### src/rtl/descriptions.sv
// ---------------------------------------------------------------------------
// descriptions: shared types and constants for the odd-pipe result stage.
//   odd_packet_t : 143-bit odd-pipe output packet (result in the low bits).
//   stage_t      : one staging-pipe entry as held by odd_result_stage.
//   is_live()    : true when a packet should enter the staging pipe.
// ---------------------------------------------------------------------------
package descriptions;

  localparam int ODD_PKT_W  = 143;
  localparam int ODD_STAGES = 7;
  localparam int RESULT_W   = 128;
  localparam int ADDR_W     = 7;

  // Field order is MSB first, so result occupies bits [127:0].
  typedef struct packed {
    logic [3:0]          unit_id;  // [142:139]
    logic [2:0]          latency;  // [138:136]
    logic                wen;      // [135]
    logic [ADDR_W-1:0]   rt;       // [134:128]
    logic [RESULT_W-1:0] result;   // [127:0]
  } odd_packet_t;

  // Only valid entries are write-enabled, and the unit id has already been
  // screened at entry, so neither is carried down the pipe.
  typedef struct packed {
    logic                valid;
    logic [2:0]          latency;
    logic [ADDR_W-1:0]   rt;
    logic [RESULT_W-1:0] result;
  } stage_t;

  // Latency 0 or unit id 0 marks an illegal packet that must be dropped.
  function automatic logic is_live(input odd_packet_t pkt);
    return pkt.wen && (pkt.latency != 3'd0) && (pkt.unit_id != 4'd0);
  endfunction

endpackage

### src/rtl/odd_fwd_lookup.sv
// ---------------------------------------------------------------------------
// odd_fwd_lookup: forwarding lookup for one operand address.
//   stages   in   staging entries, index 1 is the youngest
//   wb_valid/wb_rt/wb_data  in  registered writeback entry (oldest, ready)
//   address  in   operand register address
//   hit      out  youngest matching entry is ready
//   pending  out  youngest matching entry is not ready yet
//   data     out  forwarded result, 0 unless hit
// ---------------------------------------------------------------------------
module odd_fwd_lookup
  import descriptions::*;
#(
  parameter int DEPTH = ODD_STAGES
) (
  input  stage_t [DEPTH:1]      stages,
  input  logic                  wb_valid,
  input  logic [ADDR_W-1:0]     wb_rt,
  input  logic [RESULT_W-1:0]   wb_data,
  input  logic [ADDR_W-1:0]     address,
  output logic                  hit,
  output logic                  pending,
  output logic [RESULT_W-1:0]   data
);

  // Walk oldest to youngest so a younger match simply overwrites an older
  // one; the last writer is the youngest match, ready or not.
  always_comb begin
    // NOTE: every output gets a default first so no path leaves one
    // unassigned, which would otherwise infer a latch.
    hit     = 1'b0;
    pending = 1'b0;
    data    = '0;
    if (wb_valid && (wb_rt == address)) begin
      hit  = 1'b1;
      data = wb_data;
    end
    for (int s = DEPTH; s >= 1; s--) begin
      if (stages[s].valid && (stages[s].rt == address)) begin
        if (s >= int'(stages[s].latency)) begin
          hit     = 1'b1;
          pending = 1'b0;
          data    = stages[s].result;
        end else begin
          hit     = 1'b0;
          pending = 1'b1;
          data    = '0;
        end
      end
    end
  end

endmodule

### src/rtl/odd_result_stage.sv
// ---------------------------------------------------------------------------
// odd_result_stage: result staging / writeback pipe behind the odd pipe.
// Optional feature macro: ODD_RESULT_FWD_EN builds the forwarding lookup;
// without it the fwd_* outputs are tied to 0.
//   clock, reset (async, active low)
//   in_packet    odd-pipe output packet (see descriptions::odd_packet_t)
//   in_flush     drop this cycle's packet and the stage-1 entry
//   ra/rb/rc_address  forwarding lookup addresses
//   fwd_hit/fwd_pending  bit 0 = ra, bit 1 = rb, bit 2 = rc
//   fwd_ra/rb/rc forwarded data (0 when no hit)
//   wb_wrt_en/wb_rt_address/wb_data  registered writeback from stage DEPTH
// ---------------------------------------------------------------------------
module odd_result_stage
  import descriptions::*;
#(
  parameter int DEPTH = ODD_STAGES
) (
  input  logic                 clock,
  input  logic                 reset,
  input  logic [ODD_PKT_W-1:0] in_packet,
  input  logic                 in_flush,
  input  logic [ADDR_W-1:0]    ra_address,
  input  logic [ADDR_W-1:0]    rb_address,
  input  logic [ADDR_W-1:0]    rc_address,
  output logic [2:0]           fwd_hit,
  output logic [2:0]           fwd_pending,
  output logic [RESULT_W-1:0]  fwd_ra,
  output logic [RESULT_W-1:0]  fwd_rb,
  output logic [RESULT_W-1:0]  fwd_rc,
  output logic                 wb_wrt_en,
  output logic [ADDR_W-1:0]    wb_rt_address,
  output logic [RESULT_W-1:0]  wb_data
);

  odd_packet_t      pkt;
  stage_t [DEPTH:1] stage_q;

  assign pkt = odd_packet_t'(in_packet);

  // NOTE: the staging array is a handful of flops rather than a RAM, so it is
  // reset in full; that keeps dead payload off wb_data after reset.
  always_ff @(posedge clock or negedge reset) begin
    if (!reset) begin
      stage_q       <= '0;
      wb_wrt_en     <= 1'b0;
      wb_rt_address <= '0;
      wb_data       <= '0;
    end else begin
      // NOTE: non-blocking assignments make every stage sample the old value
      // of its predecessor, which is what turns this loop into a shift.
      for (int s = 2; s <= DEPTH; s++) begin
        stage_q[s] <= stage_q[s-1];
      end
      // A flushed stage-1 entry dies instead of moving on.
      if (in_flush) begin
        stage_q[2].valid <= 1'b0;
      end
      if (is_live(pkt) && !in_flush) begin
        stage_q[1] <= stage_t'({1'b1, pkt.latency, pkt.rt, pkt.result});
      end else begin
        stage_q[1] <= '0;
      end
      wb_wrt_en     <= stage_q[DEPTH].valid;
      wb_rt_address <= stage_q[DEPTH].rt;
      wb_data       <= stage_q[DEPTH].result;
    end
  end

`ifdef ODD_RESULT_FWD_EN
  odd_fwd_lookup #(.DEPTH(DEPTH)) u_fwd_ra (
    .stages   (stage_q),
    .wb_valid (wb_wrt_en),
    .wb_rt    (wb_rt_address),
    .wb_data  (wb_data),
    .address  (ra_address),
    .hit      (fwd_hit[0]),
    .pending  (fwd_pending[0]),
    .data     (fwd_ra)
  );

  odd_fwd_lookup #(.DEPTH(DEPTH)) u_fwd_rb (
    .stages   (stage_q),
    .wb_valid (wb_wrt_en),
    .wb_rt    (wb_rt_address),
    .wb_data  (wb_data),
    .address  (rb_address),
    .hit      (fwd_hit[1]),
    .pending  (fwd_pending[1]),
    .data     (fwd_rb)
  );

  odd_fwd_lookup #(.DEPTH(DEPTH)) u_fwd_rc (
    .stages   (stage_q),
    .wb_valid (wb_wrt_en),
    .wb_rt    (wb_rt_address),
    .wb_data  (wb_data),
    .address  (rc_address),
    .hit      (fwd_hit[2]),
    .pending  (fwd_pending[2]),
    .data     (fwd_rc)
  );
`else
  assign fwd_hit     = '0;
  assign fwd_pending = '0;
  assign fwd_ra      = '0;
  assign fwd_rb      = '0;
  assign fwd_rc      = '0;

  // Lookup addresses and stage latencies have no reader in this build.
  logic unused_fwd;
  assign unused_fwd = ^{ra_address, rb_address, rc_address, stage_q};
`endif

endmodule

### config.mk
export PLATFORM = sky130hd
export DESIGN_NAME = odd_result_stage
export DESIGN_NICKNAME = d
export VERILOG_FILES = /design/src/rtl/descriptions.sv /design/src/rtl/odd_fwd_lookup.sv /design/src/rtl/odd_result_stage.sv
export SDC_FILE = /design/constraint.sdc
export NUM_CORES = 1
export LEC_CHECK = 0
export ABC_AREA = 1
export CAP_MARGIN = 0
export CORE_AREA = 5 5 266 268
export DETAILED_ROUTE_END_ITERATION = 8
export DIE_AREA = 0 0 271 273
export PLACE_DENSITY_LB_ADDON = 0.25
export SYNTH_ARGS = -nofsm -noshare
export SYNTH_HDL_FRONTEND = slang
export SYNTH_SLANG_ARGS = --single-unit
### constraint.sdc
create_clock -name clock -period 0.8 [get_ports clock]
set_input_delay 0.12 -clock clock [delete_from_list [all_inputs] [get_ports clock]]
set_output_delay 0.12 -clock clock [all_outputs]
set_load 0.01 [all_outputs]
; ---- After elaboration in Yosys (flattened, before gate mapping)
; Cells that the tools add are included.
[word_totals]
latchBits = 0
rom_bits = 0
input_bits = 167
mem_bits_rw = 0
reg_bits = 1088
memories = 0
[op_classes]
n_lt_le_gt_ge = 0
eq_ne = 0
reduce_logical = 6
multipliers = 0
n_addsub = 0
mux = 2
bitwise_logic = 0
div = 0
shifts = 0
[op_table]
columns = operator, count
row1 = $mux W139, 1
row2 = $reduce_bool A4 Y1, 1
row3 = $logic_and A1 B1 Y1, 3
row4 = $reduce_bool A3 Y1, 1
row5 = $logic_not A1 Y1, 1
row6 = $mux W1, 1

; ---- Longest topological paths before layout
; Gate-level depths: netlist of run 1.
[depth]
depth_word = 5
ltp_mapped = 7
depth_no_buf = 4

; ---- Least setup slack after synthesis of run 1
; No wires, ideal clock.
[synth_timing]
kind = input-to-reg
start = input port in_packet[137]
end = register stage_q[100] (netlist bit)
arrival_ps = 798
slack_ps = -114
t_required_ps = 684
cell_stages = 7
cell_sequence = nor2_1 nand2_1 nand3_1 buf_6 buf_8 buf_12 nor2_4
[synth_via]
elab_chain_len = 5
[synth_rtl]
columns = element, line_no
row1 = start: declaration, odd_result_stage.sv:20  ; input logic [ODD_PKT_W-1:0] in_packet,
row2 = $reduce_bool A3 Y1, descriptions.sv:34  ; return pkt.wen && (pkt.latency != 3'd0) && (pkt.unit_id != 4'd0);
row3 = $logic_and A1 B1 Y1 (2 in a row), descriptions.sv:34
row4 = $logic_and A1 B1 Y1, odd_result_stage.sv:58  ; if (is_live(pkt) && !in_flush) begin
row5 = $mux W139, odd_result_stage.sv:58
row6 = end signal: indexed assignment, odd_result_stage.sv:52  ; stage_q[s] <= stage_q[s-1];
row7 = end: declaration, odd_result_stage.sv:36  ; stage_t [DEPTH:1] stage_q;
; No other way between the ends.

; ---- Final worst setup path of run 1
[layout_timing]
start = register wb_data[103]
end = output port wb_data[103]
[layout_rtl]
columns = element, line_no
row1 = start: declaration, odd_result_stage.sv:32  ; output logic [RESULT_W-1:0] wb_data
row2 = start signal: assignment, odd_result_stage.sv:65  ; wb_data <= stage_q[DEPTH].result;
; No word-level cell between the ends.

==> metrics, run 1 <==
clock transition at the registers of the reported paths=0.06 ns; Mean Syn Cell Area=17.8 sq um; CTS Root Cell=clkbuf_16; DR vias/cell=3.80; Layout area overhead=22.7%; Fin Clk Skew=0.0314 ns; GRT Overall Usage=0.129; multi-input logic area=2330 sq um; worst-skew pair later-pin latency=0.63 ns; outcome=finished with violations; Final Hold Viols=0; Worst Setup End Kind=output pin; met1 Use GR=0.165; Synth Area in Compound Gates=0; initial antenna violation count=1; io pins=693; Vias=12382; Power, Total=110 mW; Worst EP arrival=1.22 ns; Slew Limit Fails=0; setup slack after layout=-0.537 ns; Core ar.=68100 sq um; CP top delay family=flip-flops; share of cells above drive strength 1=0.177; RePlAce Congestion=0.778; sequential share of the synthesized area=0.860; vias in the first global route=14003; leakage=21.0 nW; Initial DRC Count=549; peak supply drop=0.00197 V; setup slack, reg-to-reg=0.23 ns; dpl cell area=35100 sq um; Critical path buffers and inverters=1; met2 layer usage reported by global route=0.221; crit path launch type=register; Worst path slowest cell=dfrtp_1; width of the die=271 um; Max clock buf depth=3; Initial Util=0.465; CTS tree=yes; placed insts=3002; port bufs=281; HPWL after detailed placement=31.8 mm; final worst path period need=1.34 ns; #FFs+latches synth=1088; final hold slack=0.0507 ns; largest stage delay on the critical path=0.43 ns; RSZ-0062 raised after global routing=yes; M3 GR Usage=0.0290; TritonRoute pass-1 iters=4; Num CTS Buffers=101; failing checks=setup timing; crit path kind=reg2out; WL/cell=14.7 um; Post-Route WL=47.9 mm; Fillers=5135; Post-CTS Setup Inserts=0; endpoints failing setup=136; Placement Setup Slack=-0.670 ns; Yosys cell types=13; Post-Synth Adder-Cell Area=0; row count=96; post-route cell area=38800 sq um; setup TNS=-63.31 ns; warnings from Yosys=0; PD cells=2830 nW/um^2; H-tree lvl count=3; Final period util=1.67; Layout Cells excl Fill=3259; GRT busiest layer=met2; Post-Synth Simple-Gate Area=0.0262; worst hold path type=in2reg; Synth Area in XOR/XNOR=0; worst endpoint required time=0.68 ns; Fmax=0.748 GHz; Layout Nets=2465; Crit Path Max Fanout=1; max cap viols=0; DRC=0; first-pass GRT wire length=76.2 mm; Register Area=27200 sq um; Clock Sinks=1088; Congestion Overflow GR=0; post-route ant nets=0; main combinational cell family by area after synthesis=buffers and inverters; Post-Syn Instances=1776; DIE AREA=74000 sq um; post-synthesis cell area=31700 sq um; largest net degree at the start of global routing=81; cell chain of the critical path=buf_6; final core utilization=0.570; Die Y=273 um; multiplexer share of the synthesized area=0
-- logic make-up after synthesis --
family                 count (synthesis)
other                                  1
AND/OR/NAND/NOR                      143
flip-flops                          1088
buffers and inverters                544
-- layout by cell type (no fill, tap or decap) --
cell type / instances
clkbuf_16: 102
nor2_2: 2
dlygate4sd3_1: 75
inv_1: 138
buf_6: 40
dlymetal6s2s_1: 1
nor2_4: 42
clkdlybuf4s50_1: 143
clkbuf_8: 25
clkinvlp_4: 2
buf_8: 1
conb_1: 390
nand2_1: 2
nor2_1: 96
diode_2: 1
clkinv_8: 1
bufinv_16: 7
clkinv_2: 16
dfrtp_1: 1088
inv_2: 1
inv_16: 1
buf_2: 96
buf_12: 39
nand3_4: 1
inv_6: 2
clkbuf_1: 22
clkinv_16: 3
buf_4: 40
-- registers in the layout, indices dropped and copies added (netlist names) --
name / flops
stage_q: 952
wb_data: 128
wb_rt_address: 7
wb_wrt_en: 1
-- tightest hold or removal path, delay by kind of cell --
kind                   cells  cell delay, ns
AND/OR/NAND/NOR            1            0.04
buffers and inverters      2            0.49
-- path summary, 6_finish.rpt --
path | startpoint | endpoint | cells past startpoint
max in group asynchronous | reset | stage_q[211] | 4
worst min register to register | stage_q[469] | stage_q[608] | 0
worst max-delay path | wb_data[103] | wb_data[103] | 1
min in group asynchronous | reset | stage_q[755] | 3
worst max register to register | stage_q[138] | stage_q[277] | 2
worst min-delay path | in_packet[119] | stage_q[119] | 3
-- timing repair --
item / 4_1_cts / 5_1_grt
setup endpoints to repair: 136 / 207
hold buffers: 75 / 0
endpoints found under the hold margin: 1162 / 0
gates resized for setup: 568 / 26
-- power breakdown --
group | internal [mW] | total (mW) | switching (mW)
clock network | 28.2 | 47.5 | 19.4
logic | 1.80 | 4.72 | 2.92
registers | 57.1 | 57.8 | 0.636
-- cells in the mapped netlist --
cell	count	share of area
buf_12	4	0.0025
buf_2	9	0.0014
buf_4	390	0.092
buf_6	1	0.00036
buf_8	1	0.00047
conb_1	1	0.00012
dfrtp_1	1088	0.86
inv_1	138	0.016
inv_2	1	0.00012
nand2_1	2	0.00024
nand3_1	1	0.00016
nor2_1	101	0.012
nor2_4	39	0.014
-- metal layers --
layer	vias to the layer above	share of wire	routed length [um]
li1	5551	-	-
met2	361	0.54	25600
met5	-	0	0
met4	0	0.027	1290
met3	95	0.056	2670
met1	6375	0.38	18300
-- layout make-up --
cell class,count,share of cell area
clock buffer,149,0.0767
sequential,1088,0.701
timing repair buffer,435,0.109
tap,882,0.0284
inverter,139,0.0134
antenna,1,0.0000644
multi-input combinational,533,0.0601
clock inverter,32,0.0116
No activity file was read; power rests on OpenSTA's default activity.
==> inputs of run 2 (changes only) <==
--- a/config.mk
+++ b/config.mk
@@ -5,12 +5,13 @@
 export SDC_FILE = /design/constraint.sdc
 export NUM_CORES = 1
 export LEC_CHECK = 0
-export ABC_AREA = 1
 export CAP_MARGIN = 0
-export CORE_AREA = 5 5 266 268
+export CORE_ASPECT_RATIO = 0.9
+export CORE_MARGIN = 5
+export CORE_UTILIZATION = 50
 export DETAILED_ROUTE_END_ITERATION = 8
-export DIE_AREA = 0 0 271 273
 export PLACE_DENSITY_LB_ADDON = 0.25
+export REMOVE_ABC_BUFFERS = 1
 export SYNTH_ARGS = -nofsm -noshare
 export SYNTH_HDL_FRONTEND = slang
 export SYNTH_SLANG_ARGS = --single-unit
==> run 2 against run 1 <==
The flow still finishes with violations (setup timing). Register-to-register slack worse by 0.10 ns. Critical path type unchanged. Synthesized cell count up 1.3%. Via count up 6.9%. Combinational power up 8.9%. Clock power about the same. Hold slack worse by 0.042 ns. Global-route usage up 2.7 points. Utilization up 4.7 points. Sequential cell count unchanged. Highest routed layer unchanged.
==> metrics, run 2 <==
outcome=finished with violations; failing checks=setup timing; WL/cell=18.1 um; Worst path slowest cell=dfrtp_1; post-synthesis cell area=32100 sq um; Initial Util=0.502; most common library cell in the layout ignoring fill and taps=dfrtp_1; Synth area leaders=dfrtp_1 (85%), buf_4 (9.2%), nor4_1 (1.9%), inv_1 (1.6%), nor4_2 (1.6%); width of the die=277 um; worst hold path type=in2reg; max cap viols=0; clock transition at the registers of the reported paths=0.07 ns; crit path kind=reg2out; Post-Route WL=57.8 mm; cell chain of the critical path=buf_2; Clock Sinks=1088; DR vias/cell=4.15; Post-synth EDFFs=0; warnings from Yosys=0; Worst Setup End Kind=output pin; Power, Total=111 mW; #FFs+latches synth=1088; endpoints failing setup=136; RSZ-0062 raised after global routing=yes; Die Y=250 um; Post-synth ARST share=1.00; max reg flops=952; Synth area leader=dfrtp_1; CTS tree=yes; Critical path buffers and inverters=1; initial antenna violation count=1; vias in the first global route=14661; Layout area overhead=22.9%; top-count cell post-synth=dfrtp_1; HPWL after detailed placement=32.3 mm; Max clock buf depth=3; Yosys cell types=12; Final Hold Viols=0; Num CTS Buffers=100; largest net degree at the start of global routing=64; top-area cell type share of the netlist area=0.848; Core ar.=63900 sq um; io pins=693; biggest registers after layout=stage_q: 952 flops, wb_data: 128 flops, wb_rt_address: 7 flops; Layout Nets=2420; port bufs=281; Fin Clk Skew=0.0181 ns; Layout Cells excl Fill=3190; Mean Syn Cell Area=17.8 sq um; placed insts=2956; post-route ant nets=0; DRC=0; Worst EP arrival=1.27 ns; final worst path period need=1.39 ns; Vias=13238; peak supply drop=0.00196 V; leakage=20.9 nW; crit path launch type=register; CP top delay family=flip-flops; Synth Flop Type=dfrtp_1; worst endpoint required time=0.68 ns; first-pass GRT wire length=85.0 mm; most frequent cells in the layout=dfrtp_1 (1085), conb_1 (390), inv_1 (135), clkdlybuf4s50_1 (135), clkbuf_16 (109); Slew Limit Fails=0; Post-Syn Instances=1799; PD cells=2810 nW/um^2; Congestion Overflow GR=0; RePlAce Congestion=0.768; Largest Register=stage_q; setup slack after layout=-0.588 ns; Initial DRC Count=637; top post-synthesis cells by count=dfrtp_1 (1088), buf_4 (394), inv_1 (135), nor4_1 (96), nor4_2 (40); CTS Root Cell=clkbuf_16; Fmax=0.720 GHz; row count=88; largest stage delay on the critical path=0.45 ns; Crit Path Max Fanout=1; share of cells above drive strength 1=0.205; GRT Overall Usage=0.157; H-tree lvl count=3; DIE AREA=69400 sq um; TritonRoute pass-1 iters=4; sequential share of the synthesized area=0.848; Final period util=1.73; worst-skew pair later-pin latency=0.64 ns
==> run 2: changes by cell type in the layout (fill, tap and decap cells not counted), sizes merged, moves of 7 or more <==
cell | previous run | this run
clkbuf | 149 | 160
dlygate4sd2 | 0 | 7
nor2 | 140 | 0
clkdlybuf4s50 | 143 | 135
dlygate4sd3 | 75 | 4
buf | 216 | 239
nor4 | 0 | 136
==> run 2: routing by layer <==
layer  global-route usage  up-vias  wire [um]
met5                    0        -          0
met4               0.0474        0       1240
met3               0.0329       82       2950
met2                0.261      390      29700
met1                0.214     6999      23900
li1                     -     5767          -
==> run 2: worst paths after layout <==
| path | start | end | slack [ns] | cells past startpoint |
|---|---|---|---|---|
| worst max-delay path | wb_data[9] | wb_data[9] | -0.59 | 1 |
| worst min-delay path | in_packet[124] | stage_q[124] | 0.009 | 3 |
| worst max register to register | stage_q[138] | stage_q[277] | 0.13 | 1 |
| worst min register to register | stage_q[894] | wb_data[60] | 0.34 | 0 |
| max in group asynchronous | reset | stage_q[904] | 0.17 | 4 |
| min in group asynchronous | reset | stage_q[283] | 0.12 | 3 |
==> run 2: layout make-up <==
| class | instances | area (sq um) |
|---|---|---|
| sequential | 1088 | 27200 |
| antenna | 1 | 2.50 |
| clock buffer | 151 | 2950 |
| tap | 855 | 1070 |
| clock inverter | 32 | 428 |
| inverter | 135 | 507 |
| fill | 4562 | 24400 |
| timing repair buffer | 398 | 4440 |
| multi-input combinational | 530 | 2820 |
==> run 2: where the power goes <==
group          switching (mW)  internal, mW  total, mW
logic                    3.22          1.92       5.14
registers               0.665          57.1       57.8
clock network            19.5          28.2       47.7
==> run 2: cells by family after synthesis <==
family        after synthesis  share of synthesized area
flops                    1088                      0.848
buf+inv                   570                      0.116
simple gates              140                     0.0352
other cells                 1                   0.000117
==> run 2: what timing repair did <==
action / in CTS / in global routing
hold buffers: 3 / 1
pin swaps: 6 / 4
gates cloned: 11 / 15
resized for setup: 618 / 59
buffers inserted: 15 / 6
hold endpoints to repair: 1135 / 18
setup endpoints to repair: 271 / 256
==> run 2: metrics by stage <==
step	util	hold WS, ns	setup TNS (ns)	instance area (sq um)	worst slack, ns
floorplan	-	-0.176	-1645.16	30300	-12.22
global placement	0.551	-0.0348	-131.48	35200	-0.827
finish	0.618	0.00874	-63.91	39400	-0.588
global route	0.618	-0.0208	-72.61	39400	-0.629
CTS	0.607	-0.0370	-71.32	38700	-0.625
detailed placement	0.551	-0.0356	-130.39	35200	-0.845
==> inputs of run 3 (changes only) <==
--- a/config.mk
+++ b/config.mk
@@ -15,3 +15,4 @@
 export SYNTH_ARGS = -nofsm -noshare
 export SYNTH_HDL_FRONTEND = slang
 export SYNTH_SLANG_ARGS = --single-unit
+export TNS_END_PERCENT = 10
==> run 3 against run 2 <==
The flow still finishes with violations (setup timing). Setup slack improved by 0.019 ns. Hold slack better by 0.0044 ns. Largest cell class unchanged. Critical path type unchanged. Final cell count down 1.5%. Clock skew decreased by 0.0029 ns. Global-route usage shrank 1.0 points. Non-clock buffer count is 48 lower. Final area is 3.2% lower. Clock power barely moved. First-iteration DRC count decreased by 19%. Critical path depth did not move.
==> metrics, run 3 (synthesis results as in run 2) <==
outcome=finished with violations; failing checks=setup timing; Largest Register=stage_q; most frequent cells in the layout=dfrtp_1 (1085), conb_1 (390), clkdlybuf4s50_1 (143), inv_1 (135), clkbuf_16 (100); post-route ant nets=0; GRT busiest layer=met2; GRT Overall Usage=0.146; io pins=693; Clock Sinks=1088; max reg flops=952; max cap viols=0; dpl cell area=35200 sq um; width of the die=277 um; Worst EP arrival=1.25 ns; CTS Root Cell=clkbuf_16; peak supply drop=0.00194 V; Congestion Overflow GR=0; H-tree lvl count=3; Die Y=250 um; biggest registers after layout=stage_q: 952 flops, wb_data: 128 flops, wb_rt_address: 7 flops; sequential power share=0.527; Vias=12842; largest net degree at the start of global routing=64; Gate power share=0.041; hold path cells=3; Worst path slowest cell=dfrtp_1; final hold slack=0.0131 ns; Post-Route WL=50.0 mm; share of cells above drive strength 1=0.180; Final Hold Viols=0; DR vias/cell=4.09; RePlAce Congestion=0.768; Max clock buf depth=3; Core ar.=63900 sq um; row count=88; DRC=0; clock transition at the registers of the reported paths=0.06 ns; worst endpoint required time=0.68 ns; Net Sw Frac=0.208; setup slack after layout=-0.569 ns; Slew Limit Fails=0; TritonRoute pass-1 iters=4; Clock power frac=0.433; R2R depth=1; vias in the first global route=14422; Critical path buffers and inverters=1; Worst Setup End Kind=output pin; worst-skew pair later-pin latency=0.63 ns; Initial Util=0.502; most common library cell in the layout ignoring fill and taps=dfrtp_1; PD cells=2870 nW/um^2; HPWL after detailed placement=32.3 mm; RSZ-0062 raised after global routing=yes; Fmax=0.730 GHz; Pint=86.8 mW; cts hold-fix bufs=2; Fillers=4705; leakage=20.4 nW; Num CTS Buffers=100; port bufs=281; M3 GR Usage=0.0311; met2 layer usage reported by global route=0.242; final worst path period need=1.37 ns; endpoints failing setup=268; Layout Nets=2372; Critical Path Stages=1; post-route cell area=38200 sq um; initial antenna violation count=1; CP top delay family=flip-flops; crit path kind=reg2out; crit path launch type=register; WL/cell=15.9 um; Initial DRC Count=515; worst hold path type=in2reg; met1 Use GR=0.198; largest stage delay on the critical path=0.44 ns; CTS tree=yes; DIE AREA=69400 sq um; Fin Clk Skew=0.0152 ns; Layout area overhead=19.0%; Crit Path Max Fanout=1; Final period util=1.71; cell chain of the critical path=buf_2; first-pass GRT wire length=80.6 mm; switching power=22.8 mW
-- run 3: cell types whose count changed in the layout (fill, tap and decap cells not counted), moves of 2 or more --
cell / change
buf_16: -17
nor4_2: -15
buf_2: +6
bufbuf_16: -2
nor4_1: +21
clkdlybuf4s50_1: +8
dlygate4sd2_1: -7
buf_12: -7
buf_8: -2
clkbuf_16: -9
buf_4: -3
nor4_4: -6
dlygate4sd3_1: -2
buf_6: -12
-- run 3: final timing paths --
check,startpoint,slack (ns),to
setup / recovery,wb_data[9],-0.57,wb_data[9]
hold / removal,in_packet[80],0.01,stage_q[80]
setup reg to reg,stage_q[138],0.13,stage_q[277]
hold reg to reg,stage_q[664],0.34,stage_q[803]
max in group asynchronous,reset,0.17,wb_data[70]
min in group asynchronous,reset,0.12,stage_q[283]
-- run 3: worst min-delay path, stage by stage --
cell             delay [ns]
clkdlybuf4s50_1        0.39
inv_1                  0.05
nor4_1                 0.04
-- run 3: metal layers --
metal  vias up  wire length (um)  share of wire
li1       5654                 -              -
met1      6745             20500           0.41
met2       359             26000           0.52
met3        84              2350          0.047
met4         0              1180          0.024
met5         -                 0              0
-- run 3: power by group through the flow --
stage               Combinational [mW]  Sequential (mW)  Clock (mW)
floorplan                         1.35             58.6           0
global placement                  4.57             58.7           0
detailed placement                4.64             58.8           0
CTS                               4.47             57.8        48.9
global route                      5.01             58.0        51.2
finish                            4.46             57.8        47.4
-- run 3: metrics by stage --
step	worst slack [ns]	cells	util	power, mW	TNS [ns]
floorplan	-12.22	1753	-	60.0	-1645.16
detailed placement	-0.845	2956	0.551	63.4	-130.39
global placement	-0.827	2956	0.551	63.2	-131.48
CTS	-0.625	3141	0.596	111	-79.51
finish	-0.569	3142	0.598	110	-73.54
global route	-0.629	3142	0.598	114	-87.74
-- run 3: cell type report --
class | count | area (sq um) | share of cell area
clock buffers | 151 | 2950 | 0.0774
multi-input cells | 530 | 2630 | 0.0689
well taps | 855 | 1070 | 0.0280
flip-flops and latches | 1088 | 27200 | 0.713
repair buffers | 350 | 3370 | 0.0881
diodes | 1 | 2.50 | 0.0000655
clock inverters | 32 | 428 | 0.0112
inverters | 135 | 507 | 0.0133
-- run 3: repair_timing --
action                                  in CTS  in global routing
hold endpoints to repair                  1132                 13
endpoints found under the setup margin     271                272
buffers inserted                             0                  0
pin swaps                                    1                  1
gates resized for setup                    571                 27
